<file path="config.mk">
export PLATFORM = sky130hd
export DESIGN_NAME = jt12_wr_arb
export DESIGN_NICKNAME = d
export VERILOG_FILES = /design/src/rtl/jt12_arb_pkg.sv /design/src/rtl/jt12_arb_rr.sv /design/src/rtl/jt12_wr_arb.sv
export SDC_FILE = /design/constraint.sdc
export NUM_CORES = 1
export LEC_CHECK = 0
export ABC_AREA = 1
export BUFFER_PORTS_ARGS = -buffer_cell sky130_fd_sc_hd__buf_2
export CAP_MARGIN = 30
export CELL_PAD_IN_SITES_DETAIL_PLACEMENT = 1
export CELL_PAD_IN_SITES_GLOBAL_PLACEMENT = 1
export CORE_MARGIN = 2
export CORE_UTILIZATION = 36
export CTS_CLUSTER_SIZE = 30
export DETAILED_ROUTE_END_ITERATION = 16
export PLACE_DENSITY_LB_ADDON = 0.1
export SYNTH_ARGS = -nofsm -noshare
export SYNTH_HDL_FRONTEND = slang
export SYNTH_SLANG_ARGS = --single-unit
</file>
<file path="constraint.sdc">
create_clock -name clk -period 1.73 [get_ports clk]
set_clock_uncertainty 0.2 [all_clocks]
set_input_delay 0.173 -clock clk [delete_from_list [all_inputs] [get_ports clk]]
set_output_delay 0.173 -clock clk [all_outputs]
set_load 0.01 [all_outputs]
</file>
<file path="src/rtl/jt12_arb_pkg.sv">
// Purpose: shared types and constants for the jt12 two-requester write scheduler.
// Latency: n/a (package only).
// Backpressure: n/a (package only).
package jt12_arb_pkg;

    // FSM encoding for the bus sequencer
    typedef enum logic [2:0] {
        ST_IDLE     = 3'd0,
        ST_ADDR_WR  = 3'd1,
        ST_ADDR_GAP = 3'd2,
        ST_DATA_WR  = 3'd3,
        ST_DATA_GAP = 3'd4,
        ST_POLL     = 3'd5
    } state_t;

    localparam int PART_W   = 1;
    localparam int REG_W    = 8;
    localparam int DATA_W   = 8;
    localparam int BUSY_BIT = 7;
    // Wide enough for the largest legal BUSY_TIMEOUT
    localparam int CNT_W    = 16;

    typedef struct packed {
        logic [PART_W-1:0] part;
        logic [REG_W-1:0]  rg;
        logic [DATA_W-1:0] dat;
    } wr_txn_t;

    // Extract one requester's payload from the packed request buses
    function automatic wr_txn_t pick_txn(input logic        idx,
                                         input logic [1:0]  part,
                                         input logic [15:0] rg,
                                         input logic [15:0] dat);
        wr_txn_t t;
        t.part = part[idx];
        t.rg   = idx ? rg[15:8]  : rg[7:0];
        t.dat  = idx ? dat[15:8] : dat[7:0];
        return t;
    endfunction

endpackage

</file>
<file path="src/rtl/jt12_arb_rr.sv">
// Purpose: 2-way round-robin grant with a last-grant pointer (resets to requester 1).
// Latency: grant is combinational from i_req; pointer updates on the i_adv edge.
// Backpressure: none; the grant only takes effect when the caller asserts i_adv.
// Ports: clk, rst_n; i_req[1:0] request vector; i_adv commits the current grant;
//        o_gnt[1:0] one-hot grant (zero when nothing requests).
module jt12_arb_rr (
    input  logic       clk,
    input  logic       rst_n,
    input  logic [1:0] i_req,
    input  logic       i_adv,
    output logic [1:0] o_gnt
);

    logic       r_last;
    logic [1:0] w_gnt;

    // On a tie the requester not granted last wins
    always_comb begin
        w_gnt = i_req;
        if (i_req == 2'b11) begin
            w_gnt = r_last ? 2'b01 : 2'b10;
        end
    end

    always_ff @(posedge clk or negedge rst_n) begin
        if (!rst_n) begin
            r_last <= 1'b1;
        end else if (i_adv && (|w_gnt)) begin
            r_last <= w_gnt[1];
        end
    end

    assign o_gnt = w_gnt;

endmodule

</file>
<file path="src/rtl/jt12_wr_arb.sv">
// Purpose: arbitrates two register-write requesters and sequences each write onto the jt12 CPU port.
// Latency: accept pulse in cycle N, first strobe in N+1; 1+2*(WR_PULSE+WR_GAP)+2 cycles per write.
// Backpressure: requesters hold valid until a one-cycle req_ready; nothing is accepted outside IDLE.
// Ports: clk, rst_n (async active-low); i_req_valid/i_req_part/i_req_reg/i_req_data requester side;
//        o_req_ready accept pulse; o_fm_addr/o_fm_din/o_fm_cs_n/o_fm_wr_n/i_fm_dout chip port;
//        o_idle, o_timeout (sticky), i_timeout_clr status.
// Option: JT12_ARB_ADDR_CACHE_EN skips the address phase when {part, reg} repeats.
module jt12_wr_arb
    import jt12_arb_pkg::*;
#(
    parameter int WR_PULSE     = 2,
    parameter int WR_GAP       = 2,
    parameter int BUSY_TIMEOUT = 255
) (
    input  logic        clk,
    input  logic        rst_n,
    input  logic [1:0]  i_req_valid,
    input  logic [1:0]  i_req_part,
    input  logic [15:0] i_req_reg,
    input  logic [15:0] i_req_data,
    output logic [1:0]  o_req_ready,
    output logic [1:0]  o_fm_addr,
    output logic [7:0]  o_fm_din,
    output logic        o_fm_cs_n,
    output logic        o_fm_wr_n,
    input  logic [7:0]  i_fm_dout,
    output logic        o_idle,
    output logic        o_timeout,
    input  logic        i_timeout_clr
);

    localparam logic [CNT_W-1:0] L_PULSE_LAST = CNT_W'(WR_PULSE - 1);
    localparam logic [CNT_W-1:0] L_GAP_LAST   = CNT_W'(WR_GAP - 1);
    localparam logic [CNT_W-1:0] L_POLL_LAST  = CNT_W'(BUSY_TIMEOUT - 1);

    state_t           r_state, w_state_nxt;
    logic [CNT_W-1:0] r_cnt, w_cnt_nxt;
    logic             r_acc;      // accepted, sequencing starts next cycle
    wr_txn_t          r_txn, w_txn;
    logic [1:0]       r_ready;
    logic [1:0]       r_addr, w_addr_nxt;
    logic [7:0]       r_din, w_din_nxt;
    logic             r_cs_n, w_cs_nxt;
    logic             r_wr_n, w_wr_nxt;
    logic             r_idle;
    logic             r_timeout;
    logic [1:0]       w_gnt;
    logic             w_accept;
    logic             w_poll_exit;
    logic             w_to_set;
    logic             w_hit;
    logic [7:0]       w_unused_dout;

    assign w_unused_dout = i_fm_dout;

    jt12_arb_rr u_rr (
        .clk   (clk),
        .rst_n (rst_n),
        .i_req (i_req_valid),
        .i_adv (w_accept),
        .o_gnt (w_gnt)
    );

    assign w_txn = pick_txn(w_gnt[1], i_req_part, i_req_reg, i_req_data);

`ifdef JT12_ARB_ADDR_CACHE_EN
    logic                    r_cache_vld;
    logic [PART_W+REG_W-1:0] r_cache_key;

    assign w_hit = r_cache_vld && (r_cache_key == {r_txn.part, r_txn.rg});

    always_ff @(posedge clk or negedge rst_n) begin
        if (!rst_n) begin
            r_cache_vld <= 1'b0;
            r_cache_key <= '0;
        end else if (w_to_set) begin
            // chip state unknown after a stuck busy: force a fresh address phase
            r_cache_vld <= 1'b0;
        end else if (r_state == ST_IDLE && r_acc && !w_hit) begin
            r_cache_vld <= 1'b1;
            r_cache_key <= {r_txn.part, r_txn.rg};
        end
    end
`else
    assign w_hit = 1'b0;
`endif

    always_ff @(posedge clk or negedge rst_n) begin
        if (!rst_n) begin
            r_state <= ST_IDLE;
            r_cnt   <= '0;
            r_acc   <= 1'b0;
        end else begin
            r_state <= w_state_nxt;
            r_cnt   <= w_cnt_nxt;
            r_acc   <= w_accept;
        end
    end

    always_comb begin
        w_state_nxt = r_state;
        w_cnt_nxt   = r_cnt + CNT_W'(1);
        w_poll_exit = 1'b0;
        w_to_set    = 1'b0;
        unique case (r_state)
            ST_IDLE: begin
                w_cnt_nxt = '0;
                if (r_acc) begin
                    w_state_nxt = w_hit ? ST_DATA_WR : ST_ADDR_WR;
                end
            end
            ST_ADDR_WR: if (r_cnt == L_PULSE_LAST) begin
                w_state_nxt = ST_ADDR_GAP;
                w_cnt_nxt   = '0;
            end
            ST_ADDR_GAP: if (r_cnt == L_GAP_LAST) begin
                w_state_nxt = ST_DATA_WR;
                w_cnt_nxt   = '0;
            end
            ST_DATA_WR: if (r_cnt == L_PULSE_LAST) begin
                w_state_nxt = ST_DATA_GAP;
                w_cnt_nxt   = '0;
            end
            ST_DATA_GAP: if (r_cnt == L_GAP_LAST) begin
                w_state_nxt = ST_POLL;
                w_cnt_nxt   = '0;
            end
            ST_POLL: begin
                // status has one cycle of read latency: the first poll cycle is never trusted
                if (r_cnt != '0 && !i_fm_dout[BUSY_BIT]) begin
                    w_poll_exit = 1'b1;
                end else if (r_cnt == L_POLL_LAST) begin
                    w_poll_exit = 1'b1;
                    w_to_set    = 1'b1;
                end
                if (w_poll_exit) begin
                    w_state_nxt = ST_IDLE;
                    w_cnt_nxt   = '0;
                end
            end
            default: begin
                w_state_nxt = ST_IDLE;
                w_cnt_nxt   = '0;
            end
        endcase

        // accepting on the POLL exit edge makes the pulse land on the first IDLE cycle
        w_accept = (|i_req_valid) &&
                   ((r_state == ST_IDLE && !r_acc) || w_poll_exit);

        // outputs are registered from the next state so they line up with the state register
        w_addr_nxt = r_addr;
        w_din_nxt  = r_din;
        w_cs_nxt   = 1'b1;
        w_wr_nxt   = 1'b1;
        case (w_state_nxt)
            ST_ADDR_WR: begin
                w_addr_nxt = {r_txn.part, 1'b0};
                w_din_nxt  = r_txn.rg;
                w_cs_nxt   = 1'b0;
                w_wr_nxt   = 1'b0;
            end
            ST_DATA_WR: begin
                w_addr_nxt = {r_txn.part, 1'b1};
                w_din_nxt  = r_txn.dat;
                w_cs_nxt   = 1'b0;
                w_wr_nxt   = 1'b0;
            end
            ST_POLL: begin
                w_addr_nxt = 2'b00;
                w_cs_nxt   = 1'b0;
            end
            default: ;
        endcase
    end

    always_ff @(posedge clk or negedge rst_n) begin
        if (!rst_n) begin
            r_txn     <= '0;
            r_ready   <= 2'b00;
            r_addr    <= 2'b00;
            r_din     <= 8'h00;
            r_cs_n    <= 1'b1;
            r_wr_n    <= 1'b1;
            r_idle    <= 1'b1;
            r_timeout <= 1'b0;
        end else begin
            if (w_accept) begin
                r_txn <= w_txn;
            end
            r_ready   <= w_accept ? w_gnt : 2'b00;
            r_addr    <= w_addr_nxt;
            r_din     <= w_din_nxt;
            r_cs_n    <= w_cs_nxt;
            r_wr_n    <= w_wr_nxt;
            r_idle    <= (w_state_nxt == ST_IDLE);
            // a new timeout beats a simultaneous clear
            r_timeout <= w_to_set | (r_timeout & ~i_timeout_clr);
        end
    end

    assign o_req_ready = r_ready;
    assign o_fm_addr   = r_addr;
    assign o_fm_din    = r_din;
    assign o_fm_cs_n   = r_cs_n;
    assign o_fm_wr_n   = r_wr_n;
    assign o_idle      = r_idle;
    assign o_timeout   = r_timeout;

endmodule
</file>
# [After elaboration in Yosys (flattened, before gate mapping)]
# Index checks and enable logic that the tools add are counted.
[op_classes] addsub=1 multipliers=0 n_div=0 magnitude_cmp=1 eq_ne=11 shifts=0 muxes=27 n_bitwise=3 n_reduce_logical=17
[op_table] op="$mux W16" count=2
[op_table] op="$pmux W16 S2" count=1
[op_table] op="$mux W3" count=6
[op_table] op="$pmux W3 S6" count=1
[op_table] op="$add A16 B1 Y16 const B" count=1
[op_table] op="$eq A16 B1 Y1 const B" count=1
[op_table] op="$eq A16 B8 Y1 const B" count=1
[op_table] op="$mux W8" count=2
[op_table] op="$pmux W8 S2" count=1
[op_table] op="$reduce_bool A16 Y1" count=1
[op_table] op="$mux W1" count=10
[op_table] op="$eq A3 B2 Y1 const B" count=3
[op_table] op="$eq A3 B3 Y1 const B" count=3
[op_table] op="$eq A3 B1 Y1 const B" count=2
[op_table] op="$logic_not A3 Y1" count=2
[op_table] op="$mux W2" count=3
[op_table] op="$pmux W2 S3" count=1
[op_table] op="$reduce_or A2 Y1" count=3
[op_table] op="$logic_and A1 B1 Y1" count=4
[op_table] op="$reduce_or A4 Y1" count=1
[op_table] op="$reduce_bool A3 Y1" count=1
[op_table] op="$reduce_or A3 Y1" count=1
[op_table] op="$eq A2 B2 Y1 const B" count=1
[op_table] op="$logic_not A1 Y1" count=2
[op_table] op="6 further kinds" count=6
[totals] ff_bits=54 latch_bits=0 ramBits=0 rom_bits=0 input_bits=47 out_inout_bits=16 word_cells=74 mem_count=0

# [Logic depth before layout (Yosys ltp)]
[depth] depth_word=9 ltp_mapped=13 depth_no_buf=12

# [Cells and area by module]
# Synthesis repeated with hierarchy kept, for this count alone.
[unflattened] hier_cells=383 area_unflattened_um2=2921.6
[by_module_without_submodules] mod="jt12_wr_arb" n_inst=1 cells_per_inst=375 area_each_um2=2860.2 seq_area_each_um2=1330.0
[by_module_without_submodules] mod="jt12_arb_rr" n_inst=1 cells_per_inst=8 area_each_um2=61.3 seq_area_each_um2=26.3

# [Worst setup path after synthesis]
# OpenSTA, ideal clock, no wires.
[synth_timing] kind="register -> register" from="register u_rr.r_last" to="register r_txn[15] (netlist bit)" setup_ps=116 arrival_ps=1497 required_ps=1414 path_slack_ps=-83 stages_incl_launch_ff=7 n_path_buf=1 period_less_slack_ps=1813 cell_sequence="dfstp_2 > nand2_1 > nand2_1 > buf_2 > mux2_2 > nand3_1 > nand2_1"
[synth_via] elab_chain_cells=3
[synth_lines] element="from (decl)" line_no="jt12_arb_rr.sv:14" rtl="logic r_last;"
[synth_lines] element="from (signal assigned)" line_no="jt12_arb_rr.sv:29" rtl="r_last <= w_gnt[1];"
[synth_lines] element="$mux W2" line_no="jt12_arb_rr.sv:21" rtl="w_gnt = r_last ? 2'b01 : 2'b10;"
[synth_lines] element="$mux W2" line_no="jt12_arb_rr.sv:20" rtl="if (i_req == 2'b11) begin"
[synth_lines] element="$mux W8" line_no="jt12_arb_pkg.sv:36" rtl="t.rg = idx ? rg[15:8] : rg[7:0];"
[synth_lines] element="to (signal assigned)" line_no="jt12_wr_arb.sv:189" rtl="r_txn <= w_txn;"
[synth_lines] element="to (decl)" line_no="jt12_wr_arb.sv:39" rtl="wr_txn_t r_txn, w_txn;"
# No other way between the ends.
# A chain may end at the register's enable or synchronous reset.

# [Worst setup path in the final report]
[layout_timing] from="register r_cnt[1]" to="register r_din[4] (netlist: o_fm_din[4])"
[layout_via] elab_chain_cells=8 word_cells_on_any_way=17 cone_classes="4 x eq/ne; 10 x mux; 3 x reduce/logical"
[layout_lines] element="from (decl)" line_no="jt12_wr_arb.sv:37" rtl="logic [CNT_W-1:0] r_cnt, w_cnt_nxt;"
[layout_lines] element="from (signal assigned)" line_no="jt12_wr_arb.sv:95" rtl="r_cnt <= w_cnt_nxt;"
[layout_lines] element="$eq A16 B8 Y1 / $reduce_bool A16 Y1 (equally long branches)" line_no="jt12_wr_arb.sv:132, jt12_wr_arb.sv:130"
[layout_lines] element="$mux W1 / $logic_and A1 B1 Y1 (equally long branches)" line_no="jt12_wr_arb.sv:132, jt12_wr_arb.sv:130"
[layout_lines] element="$mux W1" line_no="jt12_wr_arb.sv:130" rtl="if (r_cnt != '0 && !i_fm_dout[BUSY_BIT]) begin"
[layout_lines] element="$mux W1" line_no="jt12_wr_arb.sv:105" rtl="unique case (r_state)"
[layout_lines] element="$mux W3" line_no="jt12_wr_arb.sv:136" rtl="if (w_poll_exit) begin"
[layout_lines] element="$pmux W3 S6 *" line_no="jt12_wr_arb.sv:105"
[layout_lines] element="$eq A3 B2 Y1 / $eq A3 B1 Y1 (equally long branches)" line_no="jt12_wr_arb.sv:156" rtl="case (w_state_nxt)"
[layout_lines] element="$pmux W8 S2 / $reduce_bool A2 Y1 (equally long branches)"
[layout_lines] element="to (signal assigned)" line_no="jt12_wr_arb.sv:193" rtl="r_din <= w_din_nxt;"
[layout_lines] element="to (decl)" line_no="jt12_wr_arb.sv:42" rtl="logic [7:0] r_din, w_din_nxt;"
# Mark *: on every way between the ends. The rest lies on a longest branch, timed or not. The select of a mux whose other input is x is not followed.

==> impl_metrics.toml <==
[worst_setup_path]
end_kind = "flop"
criticalPathCategory = "flop to flop"
r2r_cells = 11
slowest_delay_ns = 0.40
start_kind = "flop"
cp_common_cell = "nand2_1"
crit_slowest_cell = "dfrtp_1"
cp_cell_sequence = "inv_1, ha_1, nand2_1, nor2_4, nand2_2, nand2_4, nand3_2, nand3_4, nand2_4, nand2_1, nand2_1"
worstPathArrival_ns = 1.92
rrSetupSlack_ns = -0.18
worstReg2RegEnd = "o_fm_din[4]$_DFFE_PN0N_"
cp.required_ns = 1.73
path_max_fanout = 9
r2r_start = "r_cnt[1]$_DFF_PN0_"
path_buf_inv = 1
path_delay_family = "simple AND/OR/NAND/NOR gates"

[die]
die_w_um = 93.9
coreArea_sq_mm = 0.00777
start_util = 0.374
die_y_um = 93.9
dieArea_sq_mm = 0.00881
ios = 63
num_rows = 32

[sta]
hold_viol_final = 0
worst_pin_slew_ns = 0.396
fin_crit_ns = 1.91
fin_crit_sh = 1.11
maxSlewViolCount = 0
fmax_ghz = 0.523
setup_slack_ns = -0.182
relSlewSlack = 0.736
rsz0062_at_grt = "true"
setup_violations = 49

[global_route]
grt_overflow_total = 0
grt_max_degree = 55
grt_pass1_wl_mm = 12.9
antenna_found_initial = 0
grt_pass1_vias = 2827
track_usage = 0.183

[cts]
clk_latency_ns = 0.31
htree_num_levels = 2
clockBufferDepth = 2
cts_buffers = 5
cts_tree = "done"
path_clk_slew_ns = 0.10
cts_root_buffer = "clkbuf_8"
clock-sinks = 54

[finish]
num_antenna_cells = 0
finish.instance_area_sq_mm = 0.00412
area_delta_synth_final_pct = 41.7
layout-drive-gt1-share = 0.453
fin_nets = 505
fillers = 960

[synth]
avgSynthCellArea_sq_um = 8.53
synth.distinct_cells = 36
synth.area.top_cells = "dfrtp_1, nand2_1, nand3_1"
syn_nets = 392
synth_top_area_frac = 0.430
yosys_warnings = 0
synthCells = 341
synth_seq_cells = 54
synth_seq_area_share = 0.466
yosysTopAreaCell = "dfrtp_1"
netlist_area_sq_mm = 0.00291

[detailed_routing]
drt-total-wl_mm = 7.63
drt_iter0_drc = 38
vias = 2642
viasPerCell = 4.74
first_pass_iters = 4
postRouteAntennaNets = 0
post_drt_wl_per_cell_um = 13.7
drc = 0

[placed_design]
place_hpwl_mm = 5.33
placed_area_sq_mm = 0.00360
routabilityCongestion = 0.814
io_buffers = 55

[hold_path]
worstHoldStart = "i_req_data[4]"
hold_path_end = "r_txn[4]$_DFFE_PN0P_"
hold_depth = 4
hp-class = "input pin to flop"

[status]
violations = "setup timing"
status = "finished with violations"

[power]
pwr_density_cell_mw_per_mm2 = 562
max-vdd-ir-drop_uv = 289
p_leak_nw = 2.11
power.total_mw = 2.32

[run]
max-cap-violations = 0
power breakdown:
| group | internal (mW) | switching (mW) |
|---|---|---|
| logic | 0.129 | 0.123 |
| registers | 1.31 | 0.0323 |
| clock network | 0.287 | 0.431 |
| total | 1.73 | 0.587 |
layer usage:
metal,vias up,global-route usage,wire (um)
li1,1328,-,-
met1,1254,0.213,3190
met2,50,0.350,4100
met3,10,0.0217,218
met4,0,0.0507,123
met5,-,0,0
sequential cells by signal (all words and copies together), names as in the netlist:
name / cells
r_acc: 1
u_rr.r_last: 1
r_cnt: 16
o_timeout: 1
r_state: 3
o_fm_din: 8
o_fm_cs_n: 1
o_fm_wr_n: 1
r_txn: 17
o_req_ready: 2
o_fm_addr: 2
o_idle: 1
per-stage QoR:
stage | instances | hold slack [ns] | TNS (ns) | worst slack [ns] | utilization
detailed placement | 534 | -0.00274 | -5.72 | -0.227 | 0.464
floorplan | 341 | -0.323 | -0.0727 | -0.00682 | -
finish | 557 | 0.0224 | -5.13 | -0.182 | 0.531
global placement | 534 | -0.00717 | -3.82 | -0.149 | 0.464
global route | 557 | 0.0348 | -12.29 | -0.306 | 0.531
CTS | 552 | 0.0172 | -6.52 | -0.191 | 0.510
logic make-up (layout without fill, tap and decap cells):
family | Yosys count | in the layout | share of synthesized area
compound gates | 21 | 21 | 0.0439
xor+xnor | 7 | 7 | 0.0211
fa+ha+maj | 4 | 4 | 0.0172
buf+inv | 37 | 151 | 0.0654
flops | 54 | 54 | 0.466
mux | 17 | 17 | 0.0658
simple gates | 201 | 201 | 0.320
cell usage after synthesis:
library cell	instances
a21boi_0	1
a21oi_1	10
a31oi_1	1
and3_1	2
buf_1	1
buf_2	2
buf_4	1
buf_6	6
dfrtp_1	50
dfstp_2	4
ha_1	4
inv_1	27
mux2_2	17
nand2_1	104
nand2_2	7
nand2_4	1
nand2b_1	1
nand3_1	41
nand3_2	3
nand3_4	1
nand3b_1	1
nand4_1	3
nor2_1	25
nor2_2	2
nor2_4	1
nor3_1	4
nor3_2	2
nor3_4	1
nor3b_1	1
o211a_1	1
o21ai_0	6
o21ai_4	1
o21bai_1	1
or2_2	1
xnor2_1	3
xor2_1	4
worst register-to-register path, stage by stage, from the launching register on:
cell	delay [ns]
dfrtp_1	0.40
inv_1	0.08
ha_1	0.14
nand2_1	0.08
nor2_4	0.16
nand2_2	0.12
nand2_4	0.10
nand3_2	0.09
nand3_4	0.16
nand2_4	0.11
nand2_1	0.11
nand2_1	0.06
layout make-up:
cell class / instances / area [sq um] / share of cell area
Timing Repair Buffer: 116 / 813 / 0.197
Clock inverter: 2 / 15.0 / 0.00364
Multi-Input combinational cell: 250 / 1630 / 0.396
Sequential cell: 54 / 1360 / 0.329
Tap cell: 102 / 128 / 0.0310
Inverter: 27 / 101 / 0.0246
Clock buffer: 6 / 72.6 / 0.0176
how the worst max path moves through the flow:
stage / from / to / slack (ns) / cells past startpoint
after CTS: r_cnt[10]$_DFF_PN0_ / r_txn[2]$_DFFE_PN0P_ / -0.19 / 10
after floorplan: r_cnt[0]$_DFF_PN0_ / o_fm_din[1]$_DFFE_PN0N_ / -0.007 / 11
after detailed placement: r_cnt[1]$_DFF_PN0_ / o_fm_din[3]$_DFFE_PN0N_ / -0.23 / 10
final: r_cnt[1]$_DFF_PN0_ / o_fm_din[4]$_DFFE_PN0N_ / -0.18 / 11
after global routing: r_cnt[10]$_DFF_PN0_ / o_fm_din[0]$_DFFE_PN0N_ / -0.31 / 10
after global placement: r_cnt[10]$_DFF_PN0_ / o_fm_din[5]$_DFFE_PN0N_ / -0.15 / 10
cells in the final DEF (no fill, tap or decap), drive strengths merged, types with 2 or more instances in the layout:
cell	count
ha	4
a21oi	10
dlygate4sd3	4
dfstp	4
and3	2
xor2	4
buf	112
nor2	28
nand3	45
inv	27
clkinvlp	2
xnor2	3
mux2	17
dfrtp	50
nand2	112
clkbuf	6
nor3	7
o21ai	7
nand4	3
what timing repair did:
item,in CTS,in global routing
resized for setup,49,31
hold buffers,4,0
hold endpoints to repair,58,0
cloned,1,1
setup endpoints to repair,46,52
pin swaps,16,16
buffers inserted,5,5
No activity file was read; power rests on OpenSTA's default activity.
